**src/rtl/hazard_controller.sv**
```systemverilog
// Pipeline sequencer for the 5-stage core: load-use bubbles, wrong-path flushes on redirect,
// execute-stage forwarding selects and saturating stall/flush performance counters.
module hazard_controller #(
    parameter int LOAD_LAT     = 1,
    parameter int FLUSH_CYCLES = 1,
    parameter int CNT_W        = 32
) (
    input  logic             clk,
    input  logic             rst,
    input  logic [4:0]       rs1D,
    input  logic [4:0]       rs2D,
    input  logic [4:0]       rs1E,
    input  logic [4:0]       rs2E,
    input  logic [4:0]       rdE,
    input  logic             memreadE,
    input  logic             pcsrcE,
    input  logic             jumpE,
    input  logic [4:0]       rdM,
    input  logic             regwriteM,
    input  logic [4:0]       rdW,
    input  logic             regwriteW,
    output logic             stallF,
    output logic             stallD,
    output logic             flushD,
    output logic             flushE,
    output logic [1:0]       forwardAE,
    output logic [1:0]       forwardBE,
    output logic [CNT_W-1:0] stall_cnt,
    output logic [CNT_W-1:0] flush_cnt,
    output logic [1:0]       state_dbg   // 0 RUN, 1 STALL, 2 REDIR
);

    localparam int MAX_LAT = (LOAD_LAT > FLUSH_CYCLES) ? LOAD_LAT : FLUSH_CYCLES;
    localparam int CW      = ($clog2(MAX_LAT) < 1) ? 1 : $clog2(MAX_LAT);

    typedef enum logic [1:0] {
        RUN   = 2'd0,
        STALL = 2'd1,
        REDIR = 2'd2
    } state_t;

    state_t        state, next_state;
    logic [CW-1:0] cnt, next_cnt;

    logic hazard;
    logic redirect;
    logic stall_c;
    logic flushD_c;
    logic flushE_c;
    logic inc_stall;
    logic inc_flush;
    logic [1:0] fwd_a_c;
    logic [1:0] fwd_b_c;

    assign hazard   = memreadE && (rdE != 5'd0) && ((rdE == rs1D) || (rdE == rs2D));
    assign redirect = pcsrcE || jumpE;

    // A redirect behaves the same from every state, so it is decoded ahead of the state case.
    always_comb begin
        next_state = state;
        next_cnt   = cnt;
        stall_c    = 1'b0;
        flushD_c   = 1'b0;
        flushE_c   = 1'b0;
        inc_stall  = 1'b0;
        inc_flush  = 1'b0;
        if (redirect) begin
            flushD_c  = 1'b1;
            flushE_c  = 1'b1;
            inc_flush = 1'b1;
            if (FLUSH_CYCLES > 1) begin
                next_state = REDIR;
                next_cnt   = CW'(FLUSH_CYCLES - 1);
            end else begin
                next_state = RUN;
                next_cnt   = '0;
            end
        end else begin
            case (state)
                RUN: begin
                    if (hazard) begin
                        stall_c   = 1'b1;
                        flushE_c  = 1'b1;
                        inc_stall = 1'b1;
                        if (LOAD_LAT > 1) begin
                            next_state = STALL;
                            next_cnt   = CW'(LOAD_LAT - 1);
                        end
                    end
                end
                STALL: begin
                    stall_c   = 1'b1;
                    flushE_c  = 1'b1;
                    inc_stall = 1'b1;
                    next_cnt  = cnt - CW'(1);
                    if (cnt <= CW'(1)) begin
                        next_state = RUN;
                        next_cnt   = '0;
                    end
                end
                REDIR: begin
                    // Decode holds a wrong-path instruction here, so hazards are not acted on.
                    flushD_c = 1'b1;
                    next_cnt = cnt - CW'(1);
                    if (cnt <= CW'(1)) begin
                        next_state = RUN;
                        next_cnt   = '0;
                    end
                end
                default: begin
                    next_state = RUN;
                    next_cnt   = '0;
                end
            endcase
        end
    end

    always_ff @(posedge clk or negedge rst) begin
        if (!rst) begin
            state <= RUN;
            cnt   <= '0;
        end else begin
            state <= next_state;
            cnt   <= next_cnt;
        end
    end

    always_ff @(posedge clk or negedge rst) begin
        if (!rst) begin
            stall_cnt <= '0;
            flush_cnt <= '0;
        end else begin
            if (inc_stall && (stall_cnt != '1)) stall_cnt <= stall_cnt + CNT_W'(1);
            if (inc_flush && (flush_cnt != '1)) flush_cnt <= flush_cnt + CNT_W'(1);
        end
    end

    // Memory stage carries the younger result, so it wins over writeback.
    always_comb begin
        fwd_a_c = 2'b00;
        fwd_b_c = 2'b00;
        if (regwriteM && (rdM != 5'd0) && (rdM == rs1E))      fwd_a_c = 2'b10;
        else if (regwriteW && (rdW != 5'd0) && (rdW == rs1E)) fwd_a_c = 2'b01;
        if (regwriteM && (rdM != 5'd0) && (rdM == rs2E))      fwd_b_c = 2'b10;
        else if (regwriteW && (rdW != 5'd0) && (rdW == rs2E)) fwd_b_c = 2'b01;
    end

    // Everything is forced quiet while reset is held, even if the inputs look like a hazard.
    assign stallF    = rst & stall_c;
    assign stallD    = rst & stall_c;
    assign flushD    = rst & flushD_c;
    assign flushE    = rst & flushE_c;
    assign forwardAE = rst ? fwd_a_c : 2'b00;
    assign forwardBE = rst ? fwd_b_c : 2'b00;
    assign state_dbg = state;

endmodule
```
**config.mk**
```make
export PLATFORM = sky130hd
export DESIGN_NAME = hazard_controller
export DESIGN_NICKNAME = d
export VERILOG_FILES = /design/src/rtl/hazard_controller.sv
export SDC_FILE = /design/constraint.sdc
export NUM_CORES = 1
export LEC_CHECK = 0
export ABC_AREA = 1
export BUFFER_PORTS_ARGS = -buffer_cell sky130_fd_sc_hd__buf_2
export CAP_MARGIN = 10
export CORE_ASPECT_RATIO = 0.7
export CORE_MARGIN = 2
export CORE_UTILIZATION = 59
export CTS_CLUSTER_SIZE = 30
export DETAILED_ROUTE_END_ITERATION = 10
export PLACE_DENSITY_LB_ADDON = 0.12
export SKIP_CTS_REPAIR_TIMING = 1
export SYNTH_ARGS = -nofsm -noshare
export SYNTH_HDL_FRONTEND = slang
export SYNTH_SLANG_ARGS = --single-unit
```
**constraint.sdc**
```tcl
create_clock -name clk -period 3.58 [get_ports clk]
set_input_delay 0.537 -clock clk [delete_from_list [all_inputs] [get_ports clk]]
set_output_delay 0.537 -clock clk [all_outputs]
set_load 0.05 [all_outputs]
```
==> flow_metrics.py <==
metrics = {
    "status": {
        "outcome": "completed",
    },
    "final_layout": {
        "nets": 875,
        "finalNonFillerCells": 937,
        "layout_common_cells": "nand2_1, buf_2, nor2_1",
        "area_growth_pct": 19.1,
        "layout_commonest_cell": "nand2_1",
        "fin_area_um2": 5640,
        "antennaDiodeCount": 0,
        "drive_gt1_share_pct": 20.8,
        "post-route-util_pct": 71.9,
    },
    "worst_setup_path": {
        "critPathSlowestCell": "buf_2",
        "path_class": "in2out",
        "cp_max_fo": 6,
        "r2r_cells": 10,
        "path_cells": "buf_2 -> inv_1 -> nand2_1 -> nand2_1 -> nor2_1 -> nand3_1 -> nand2_2 -> nand2_1 -> nor3_1 -> buf_2",
        "cp-start-kind": "primary input",
        "required_ns": 3.04,
        "crit_arrival_ns": 1.97,
        "crit_top_cell": "nand2_1",
        "rrSetupSlack_ns": 1.24,
        "end_kind": "output port",
        "crit_path_max_incr_delay_ns": 0.34,
    },
    "pwr": {
        "power_frac_seq_pct": 35.6,
        "power.switching_uw": 869,
        "power.density_nw_per_um2": 429,
        "pwr-share-clk_pct": 40.1,
        "p_leak_nw": 2.91,
        "sw_frac_of_total_pct": 35.9,
        "max-vdd-ir-drop_uv": 534,
        "total_power_mw": 2.42,
        "pwr-share-comb_pct": 24.3,
        "internal-power_mw": 1.55,
    },
    "die": {
        "num_io_pins": 116,
        "die_area_um2": 8760,
        "start_util_pct": 60.4,
        "die_height_um": 78.9,
        "core_area_um2": 7840,
        "fp.dieW_um": 111,
        "fp-row-count": 27,
    },
    "synth": {
        "ys_seq_area_share_pct": 33.9,
        "ys_ff_latch": 64,
        "yosys.area.top_type_share_pct": 33.9,
        "yosys_warnings": 0,
        "synth.lib_cells_used.distinct": 32,
        "syn_inst": 719,
        "synth_largest_area_cell": "dfrtp_1",
        "syn_area_um2": 4730,
        "postSynthAreaPerCell_um2": 6.58,
        "synth_area_leaders": "dfrtp_1, nand2_1, nor2_1, xor2_1, inv_1",
    },
    "clock_tree": {
        "cts-root-buf": "clkbuf_16",
        "clk_path_buf_depth": 2,
        "clkTransAtPathRegs_ns": 0.06,
        "cts_buffers": 9,
        "clock_sinks": 64,
        "h-tree-depth": 3,
        "worstSkewPairLatency_ns": 0.33,
        "cts_tree": "built",
    },
    "placed_design": {
        "dp_slack_ns": 1.08,
        "hpwl_um": 10100,
        "place_congestion": 0.946,
        "postPlaceCellArea_um2": 5310,
        "dp_cells": 921,
        "portBuffers": 113,
    },
    "timing": {
        "hold_slack_ns": 0.459,
        "finalCriticalPeriod_ns": 2.51,
        "rsz0062_at_grt": "no",
        "slew_headroom_pct": 45.8,
        "final-hold-violation-count": 0,
        "setup_viol": 0,
        "slew_violations": 0,
        "setup_tns_ns": 0,
        "final_min_period_over_clock_period_pct": 70.1,
        "finClkSkew_ns": 0.00894,
        "worstMarginPinSlew_ns": 0.813,
        "fmax_ghz": 0.398,
        "setup_ws_ns": 1.07,
    },
    "global_routing": {
        "grt_pass1_wl_um": 22300,
        "grt_pass1_vias": 4620,
        "grt_max_degree": 65,
        "gr-total-overflow": 0,
        "grt_usage_pct": 31.5,
        "antenna_found_initial": 0,
    },
    "route": {
        "wl_per_cell_um": 14.5,
        "dr.pass1.iters": 5,
        "ant_nets": 0,
        "drt_iter0_drc": 415,
        "num_vias": 5028,
        "post-route-drc-count": 0,
        "vias_per_cell": 5.37,
        "drt_wl_total_um": 13600,
    },
    "hold_path": {
        "hp-class": "in2async",
    },
    "run": {
        "cap_violations": 0,
    },
}
-- path summary, 6_finish.rpt --
check                                end           from
setup / recovery                  stallD         rdE[1]
hold / removal              stall_cnt[4]            rst
setup reg to reg            flush_cnt[7]   flush_cnt[0]
hold reg to reg            flush_cnt[26]  flush_cnt[26]
max in group asynchronous   flush_cnt[4]            rst
min in group clk           flush_cnt[26]  flush_cnt[26]
-- metal layers --
metal	part of all wire, %	global-route usage (%)	wire length [um]	vias up
li1	-	-	-	2462
met1	46	45.1	6260	2289
met2	43	49.2	5810	253
met3	10	7.40	1360	24
met4	1.0	6.67	136	0
met5	0	0	0	-
-- synthesized netlist by cell type (all sizes together) --
| master | number |
|---|---|
| a211oi | 2 |
| nor3b | 1 |
| o22ai | 2 |
| xnor2 | 23 |
| nand4 | 10 |
| dfrtp | 64 |
| ha | 2 |
| a21oi | 3 |
| nor4 | 3 |
| buf | 15 |
| or2 | 1 |
| conb | 1 |
| nand3 | 32 |
| nand3b | 9 |
| nor2 | 89 |
| inv | 64 |
| o21ai | 22 |
| xor2 | 28 |
| nand2 | 321 |
| nor3 | 27 |
-- registers in the layout, indices dropped and copies added (netlist names) --
register   flops
flush_cnt     32
stall_cnt     32
-- cell families after synthesis --
kind of cell | after synthesis | share of synthesized area, %
and+or+nand+nor | 493 | 45.0
buffers and inverters | 79 | 7.88
DFF | 64 | 33.9
xor gates and xnor gates | 51 | 9.44
AOI/OAI and AO/OA | 29 | 3.23
adders and majority gates | 2 | 0.529
other | 1 | 0.0793
-- worst max-delay path, delay by kind of cell --
kind	cells	cell delay, ns
simple gates	7	0.92
buf+inv	3	0.52
-- power by group through the flow --
stage	Clock, mW	Combinational [mW]	Sequential [mW]
floorplan	0	0.215	1.07
global placement	0	0.569	0.867
detailed placement	0	0.583	0.874
CTS	0.979	0.587	0.861
global route	1.01	0.637	0.872
finish	0.971	0.587	0.863
-- cell type report --
class	count	area [um^2]
clock inverters	7	103
inverters	64	240
flip-flops and latches	64	1600
multi-input cells	577	2760
well taps	101	126
fillers	659	2200
repair buffers	115	581
clock buffers	9	225
Note: power is estimated with default switching activity, not from simulation.
